`src/rtl/ram_port_arbiter.sv`:
```
// Arbitrates the shared single-port RAM between the CPU datapath and the host/loader port.
// Optional grant/stall performance counters are built when ARB_PERF_COUNT_EN is defined.
//
// state       | meaning
// ------------+-----------------------------------------------------------
// IDLE        | no lock; halt gives host priority, else round-robin on ties
// HOST_LOCKED | host owns the RAM for a burst; CPU is never granted
// CPU_SLOT    | one guaranteed CPU opportunity after a full host burst
module ram_port_arbiter #(
  parameter int unsigned ADDR_W    = 5,
  parameter int unsigned DATA_W    = 16,
  parameter int unsigned MAX_BURST = 8
) (
  input  logic              clk,
  input  logic              rst_n,
  input  logic              cpu_req,
  input  logic              cpu_we,
  input  logic [ADDR_W-1:0] cpu_addr,
  input  logic [DATA_W-1:0] cpu_wdata,
  output logic              cpu_gnt,
  output logic              cpu_rvalid,
  output logic [DATA_W-1:0] cpu_rdata,
  input  logic              host_req,
  input  logic              host_we,
  input  logic [ADDR_W-1:0] host_addr,
  input  logic [DATA_W-1:0] host_wdata,
  input  logic              host_lock,
  output logic              host_gnt,
  output logic              host_rvalid,
  output logic [DATA_W-1:0] host_rdata,
  input  logic              cpu_halted,
  output logic [ADDR_W-1:0] ram_addr,
  output logic              ram_we,
  output logic [DATA_W-1:0] ram_wdata,
  input  logic [DATA_W-1:0] ram_rdata
`ifdef ARB_PERF_COUNT_EN
  ,
  output logic [15:0]       cpu_grant_cnt,
  output logic [15:0]       host_grant_cnt,
  output logic [15:0]       cpu_stall_cnt
`endif
);

  typedef enum logic [1:0] {
    IDLE        = 2'd0,
    HOST_LOCKED = 2'd1,
    CPU_SLOT    = 2'd2
  } state_t;

  localparam logic       WIN_CPU     = 1'b0;
  localparam logic       WIN_HOST    = 1'b1;
  localparam logic [7:0] MAX_BURST_C = 8'(MAX_BURST);

  state_t              state, state_nxt;
  logic [7:0]          burst_cnt, burst_cnt_nxt;
  logic                last_winner;
  logic                cpu_win, host_win;
  logic                rd_pend, rd_host;
  logic [ADDR_W-1:0]   addr_q;
  logic [DATA_W-1:0]   wdata_q;
  logic [DATA_W-1:0]   cpu_rdata_q, host_rdata_q;

  always_ff @(posedge clk or negedge rst_n) begin
    if (!rst_n) begin
      state     <= IDLE;
      burst_cnt <= 8'd0;
    end else begin
      state     <= state_nxt;
      burst_cnt <= burst_cnt_nxt;
    end
  end

  always_comb begin
    state_nxt     = state;
    burst_cnt_nxt = burst_cnt;
    cpu_win       = 1'b0;
    host_win      = 1'b0;
    case (state)
      IDLE: begin
        if (host_req && (cpu_halted || !cpu_req || last_winner == WIN_CPU))
          host_win = 1'b1;
        else if (cpu_req)
          cpu_win = 1'b1;
        burst_cnt_nxt = 8'd0;
        if (host_win && host_lock) begin
          // the granting cycle already counts toward the burst
          burst_cnt_nxt = 8'd1;
          if (MAX_BURST_C <= 8'd1 && cpu_req && !cpu_halted)
            state_nxt = CPU_SLOT;
          else
            state_nxt = HOST_LOCKED;
        end
      end
      HOST_LOCKED: begin
        host_win = host_req;
        if (host_win && burst_cnt != 8'hFF)
          burst_cnt_nxt = burst_cnt + 8'd1;
        if (!host_lock) begin
          state_nxt     = IDLE;
          burst_cnt_nxt = 8'd0;
        end else if (burst_cnt_nxt >= MAX_BURST_C && cpu_req && !cpu_halted) begin
          state_nxt = CPU_SLOT;
        end
      end
      CPU_SLOT: begin
        cpu_win       = cpu_req;
        state_nxt     = IDLE;
        burst_cnt_nxt = 8'd0;
      end
      default: begin
        state_nxt     = IDLE;
        burst_cnt_nxt = 8'd0;
      end
    endcase
  end

  // grants are forced low while reset is asserted, even with requests pending
  assign cpu_gnt  = cpu_win & rst_n;
  assign host_gnt = host_win & rst_n;

  always_ff @(posedge clk or negedge rst_n) begin
    if (!rst_n)
      last_winner <= WIN_HOST;
    else if (cpu_gnt)
      last_winner <= WIN_CPU;
    else if (host_gnt)
      last_winner <= WIN_HOST;
  end

  always_comb begin
    ram_addr  = addr_q;
    ram_wdata = wdata_q;
    ram_we    = 1'b0;
    if (cpu_gnt) begin
      ram_addr  = cpu_addr;
      ram_wdata = cpu_wdata;
      ram_we    = cpu_we;
    end else if (host_gnt) begin
      ram_addr  = host_addr;
      ram_wdata = host_wdata;
      ram_we    = host_we;
    end
  end

  always_ff @(posedge clk or negedge rst_n) begin
    if (!rst_n) begin
      addr_q  <= '0;
      wdata_q <= '0;
    end else begin
      addr_q  <= ram_addr;
      wdata_q <= ram_wdata;
    end
  end

  always_ff @(posedge clk or negedge rst_n) begin
    if (!rst_n) begin
      rd_pend <= 1'b0;
      rd_host <= 1'b0;
    end else begin
      rd_pend <= (cpu_gnt & ~cpu_we) | (host_gnt & ~host_we);
      rd_host <= host_gnt;
    end
  end

  assign cpu_rvalid  = rd_pend & ~rd_host;
  assign host_rvalid = rd_pend & rd_host;
  assign cpu_rdata   = cpu_rvalid  ? ram_rdata : cpu_rdata_q;
  assign host_rdata  = host_rvalid ? ram_rdata : host_rdata_q;

  always_ff @(posedge clk or negedge rst_n) begin
    if (!rst_n) begin
      cpu_rdata_q  <= '0;
      host_rdata_q <= '0;
    end else begin
      cpu_rdata_q  <= cpu_rdata;
      host_rdata_q <= host_rdata;
    end
  end

`ifdef ARB_PERF_COUNT_EN
  always_ff @(posedge clk or negedge rst_n) begin
    if (!rst_n) begin
      cpu_grant_cnt  <= 16'd0;
      host_grant_cnt <= 16'd0;
      cpu_stall_cnt  <= 16'd0;
    end else begin
      if (cpu_gnt && cpu_grant_cnt != 16'hFFFF)
        cpu_grant_cnt <= cpu_grant_cnt + 16'd1;
      if (host_gnt && host_grant_cnt != 16'hFFFF)
        host_grant_cnt <= host_grant_cnt + 16'd1;
      if (cpu_req && !cpu_gnt && cpu_stall_cnt != 16'hFFFF)
        cpu_stall_cnt <= cpu_stall_cnt + 16'd1;
    end
  end
`endif

endmodule

```
`config.mk`:
```
export PLATFORM = sky130hd
export DESIGN_NAME = ram_port_arbiter
export DESIGN_NICKNAME = d
export VERILOG_FILES = /design/src/rtl/ram_port_arbiter.sv
export SDC_FILE = /design/constraint.sdc
export NUM_CORES = 1
export LEC_CHECK = 0
export ABC_AREA = 0
export CAP_MARGIN = 20
export CORE_UTILIZATION = 42
export CTS_CLUSTER_DIAMETER = 120
export DETAILED_ROUTE_END_ITERATION = 10
export HOLD_SLACK_MARGIN = 0.06
export MAX_ROUTING_LAYER = met4
export PLACE_DENSITY = 0.76
export SYNTH_ARGS = -nofsm -noshare
export SYNTH_HDL_FRONTEND = slang
export SYNTH_SLANG_ARGS = --single-unit
export TNS_END_PERCENT = 5
```
`constraint.sdc`:
```
create_clock -name clk -period 2.15 [get_ports clk]
set_clock_uncertainty 0.05 [all_clocks]
set_input_delay 0.43 -clock clk [delete_from_list [all_inputs] [get_ports clk]]
set_output_delay 0.43 -clock clk [all_outputs]
set_load 0.01 [all_outputs]
```
# --- Word level (Yosys, flattened, before mapping) ---
# Cells that the tools add are included.
# Widths: inputs -> output; s select.
classes:
  add_sub_neg: 1
  magnitude_cmp: 1
  n_eq_ne: 5
  mux: 25
  bitwise: 11
  reduce_logical: 12
ops:
  columns: ["op", "n"]
  rows:
  - ["$mux 16", 4]
  - ["$mux 8", 3]
  - ["$pmux 8 s2", 1]
  - ["$mux 5", 2]
  - ["$mux 1", 9]
  - ["$add 8x1->8 const B", 1]
  - ["$ge 8x4->1 const B", 1]
  - ["$ne 8x8->1 const B", 1]
  - ["$and 1x1->1", 6]
  - ["$mux 2", 3]
  - ["$logic_and 1x1->1", 5]
  - ["$not 1->1", 4]
  - ["$pmux 1 s2", 2]
  - ["$pmux 2 s2", 1]
  - ["$ne 3x3->1 const B", 1]
  - ["$eq 2x1->1 const B", 1]
  - ["$eq 2x2->1 const B", 1]
  - ["$logic_not 1->1", 2]
  - ["$logic_not 2->1", 1]
  - ["$logic_or 1x1->1", 2]
  - ["$ne 2x2->1 const B", 1]
  - ["$reduce_and 2->1", 1]
  - ["$reduce_bool 2->1", 1]
  - ["$or 1x1->1", 1]
word_totals:
  reg_bits: 66
  inputBits: 66
  word_cells: 64

# --- Longest topological paths before layout ---
logic_depth:
  word_depth: 10
  mapped_depth: 6
  depth_no_buf: 5

# --- Worst setup path before layout ---
# OpenSTA, ideal clock, no wires.
synth_timing:
  path_type: "input -> output"
  start: "input port cpu_halted"
  end: "output port ram_wdata[10]"
  arrival_time_ps: 1496
  required_time_ps: 1670
  path_slack_ps: 174
  path_stages: 6
  path_buffers: 2
  path_cell_list: "nand2b_1 o311a_1 buf_6 buf_12 mux2i_1 o21ai_1"
synth_between:
  elab_chain_len: 9
synth_lines:
  columns: ["item", "line", "source"]
  rows:
  - ["start, declared", "31", "input logic cpu_halted,"]
  - ["$logic_or 1x1->1 (2 in a row)", "80", "if (host_req && (cpu_halted || !cpu_req || last_winner == WIN_CPU))"]
  - ["$logic_and 1x1->1", "80", null]
  - ["$mux 1", "80", null]
  - ["$mux 1", "78", "case (state)"]
  - ["$pmux 1 s2", "78", null]
  - ["$and 1x1->1", "119", "assign host_gnt = host_win & rst_n;"]
  - ["net host_gnt", "28", "output logic host_gnt,"]
  - ["$mux 16", "138", "end else if (host_gnt) begin"]
  - ["$mux 16", "134", "if (cpu_gnt) begin"]
  - ["end, declared", "34", "output logic [DATA_W-1:0] ram_wdata,"]
# The timed path passes the listed nets, and every way through them passes these cells. The select of a mux whose other input is x is not followed.

# --- Worst setup path after layout ---
layout_timing:
  start: "register last_winner"
  end: "output port ram_wdata[3]"
layout_between:
  elab_chain_len: 9
layout_lines:
  columns: ["item", "line", "source"]
  rows:
  - ["start, declared", "56", "logic last_winner;"]
  - ["start signal, assigned", "123", "last_winner <= WIN_HOST;"]
  - ["start signal, assigned", "125", "last_winner <= WIN_CPU;"]
  - ["start signal, assigned", "127", "last_winner <= WIN_HOST;"]
  - ["$not 1->1 *", "80", null]
  - ["$logic_or 1x1->1 *", "80", null]
  - ["$logic_and 1x1->1 *", "80", null]
  - ["$mux 1", "80", null]
  - ["$mux 1", "78", null]
  - ["$pmux 1 s2", "78", null]
  - ["$and 1x1->1", "119", null]
  - ["$mux 16", "138", null]
  - ["$mux 16 *", "134", null]
# Mark *: on every way between the ends. The rest lies on a longest branch, timed or not. The select of a mux whose other input is x is not followed.

==> run summary <==
fill count - 476
combinational family with the most area after synthesis - multiplexers
Sink Count - 66
DRC - 0
detailed-route via count - 2,426
# nets final - 456
drt first pass iters - 4
vias in the first global route - 2,542
TritonCTS clock tree - done
Critical Path RT - 1.67 ns
Hold WC Path Type - input pin to asynchronous set/reset pin
Die Ht - 85.0 um
CTS root buf - clkbuf_8
Yosys reg bits - 66
RSZ-0062 raised after global routing - yes
critical path endpoint category - output port
register area share after synthesis - 57.1%
final slew viol count - 0
Finish-stage setup viols - 23
routed wire length - 7740 um
Final Hold Vio Count - 0
status - finished, violations left
# H-tree levels - 3
failing checks - negative setup slack
wire length per cell - 16.4 um
share of cells above drive strength 1 - 38.1%
Synth Cell Area - 2900 um^2
Core Area - 6490 um^2
PwrDens - 869 nW/um^2
cell count after synthesis - 237
most frequent cells in the layout - dfrtp_1, clkdlybuf4s50_1, mux2_2
cell total after placement - 441
Worst-path clk slew - 0.07 ns
register area - 1650 um^2
Port Buffers - 123
routability cong. - 0.831
worst setup margin - -0.312 ns
Layout Area Growth over Synthesis - 59.2%
CTS max path bufs - 2
GRT Overall Usage - 23.6%
simple-gate share of the synthesized area - 9.46%
maxcap violations - 0
FFs w/ async S/R, synth - 100%
Sum Neg Setup Slack - -5.69 ns
Peak Freq - 406 MHz
min cycle time layout - 2.46 ns
final period utilization - 115%
post-route ant nets - 0
drt via density - 5.15
Initial Utilization - 44.6%
CTS buffer count - 9
relative slew slack - 51.9%
Synth Area in Compound Gates - 8.64%
Die ar. - 7230 um^2
Hold WS - 0.265 ns
Adder-Cell Fraction of Synth Area - 0.432%
clk_lat worst skew - 0.33 ns
CP max FO - 5
ANT cells - 0
predominant post-synthesis flop cell - dfrtp_1
initial antenna violation count - 0
post-synthesis cell type count - 41
element type at the critical path start - flop
CP Class - flop to output port
Util after Layout - 71.0%
yosys warns - 0
Synth Area in XOR/XNOR - 0.303%
largest cells by area after synthesis - dfrtp_1, mux2_2, mux2i_1, nand2_1, o21ai_1
largest net degree at the start of global routing - 58
# rows - 29
HPWL Detailed - 5040 um
Yosys top cell by area - dfrtp_1
maximum VDD drop - 0.399 mV
area of the multi-input gates - 1240 um^2
first-pass GRT wire length - 12,600 um
Starting DRT DRC Count - 60
die width - 85.0 um
fin cells - 471
syn avg cell area - 12.2 um^2
number of flops mapped to enable cells by yosys - 0
share of the synthesized area in the top cell type - 56.2%
total power - 0.00401 W
most common cell after layout, fill and taps aside - dfrtp_1
worst slew pin tran - 0.721 ns
num ports - 124
grt total ovfl - 0
Mapped Nets - 304
mux share of post-synthesis cell area - 20.1%
Pleak - 2.09 nW
Worst EP arrival - 1.98 ns
==> power by group <==
| part | switching (W) | internal (W) | total (W) | leakage, nW |
|---|---|---|---|---|
| Combinational | 0.000633 | 0.000730 | 0.00136 | 1.19 |
| Clock | 0.000482 | 0.000533 | 0.00101 | 0.0990 |
| Sequential | 0.0000863 | 0.00154 | 0.00163 | 0.799 |
==> flip-flops by register name, summed over array words and instances, names as in the netlist <==
| signal | flops |
|---|---|
| burst_cnt | 8 |
| host_rdata_q | 16 |
| cpu_rdata_q | 16 |
| wdata_q | 16 |
| last_winner | 1 |
| rd_host | 1 |
| state | 2 |
| rd_pend | 1 |
| addr_q | 5 |
==> timing repair <==
action	4_1_cts	5_1_grt
hold endpoints to repair	10	0
hold buffers	1	0
buffers inserted	8	2
pin swaps	13	3
gates cloned	4	0
resized for setup	157	55
setup endpoints to repair	56	57
==> path summary, 6_finish.rpt <==
kind | from | end | slack [ns] | cells past startpoint
min | rst_n | wdata_q[12] | 0.26 | 2
min reg2reg | cpu_rdata_q[13] | cpu_rdata_q[13] | 0.44 | 1
max | last_winner | ram_wdata[3] | -0.31 | 8
max in group asynchronous | rst_n | burst_cnt[4] | 1.31 | 2
max reg2reg | state[1] | wdata_q[3] | 0.32 | 7
min in group clk | cpu_rdata_q[13] | cpu_rdata_q[13] | 0.44 | 1
==> synthesized netlist by cell type, drive strengths merged (2+ instances only) <==
cell type,n
a41oi,2
dfrtp,65
nor3,5
mux2i,22
nor2,6
nor2b,2
mux2,32
a21oi,5
o21ai,22
buf,9
nand4,2
inv,7
nand2,29
clkbuf,2
nand2b,2
nand3,3
and3,2
a211oi,3
==> metrics by stage <==
| stage | setup WS, ns | area, um^2 |
|---|---|---|
| 3_5_place_dp | -0.782 | 4290 |
| 2_1_floorplan | 0.174 | 2900 |
| 3_3_place_gp | -0.769 | 4290 |
| 6_report | -0.312 | 4610 |
| 5_1_grt | -0.410 | 4610 |
| 4_1_cts | -0.291 | 4590 |
==> final cells by class <==
class | count | area share (%)
Sequential cell | 66 | 35.8
Inverter | 7 | 0.570
Clock inverter | 7 | 1.52
Multi-Input combinational cell | 153 | 26.9
Tap cell | 77 | 2.09
Timing Repair Buffer | 152 | 30.4
Clock buffer | 9 | 2.69
==> kinds of logic after synthesis <==
logic type,after synthesis
AO/OA/AOI/OAI,40
XOR/XNOR,1
adder cells (fa/ha/maj),1
buffers and inverters,18
flip-flops,66
multiplexers,54
AND/OR/NAND/NOR,57
==> metal layers <==
layer  track usage [%]  share of wire (%)  vias up
met5                 -                  0        -
met4              8.78                2.3        0
met3              4.96                4.3       18
met2              38.4                 50       84
met1              29.1                 43     1166
li1                  -                  -     1158
==> critical path, stage by stage, from the launching register on <==
cell,delay [ns]
dfstp_2,0.56
nand3b_1,0.14
a211oi_4,0.26
buf_6,0.17
buf_12,0.12
buf_6,0.10
nand2_1,0.06
o21ai_2,0.07
buf_2,0.17
Power figures use the tool's default switching activity.
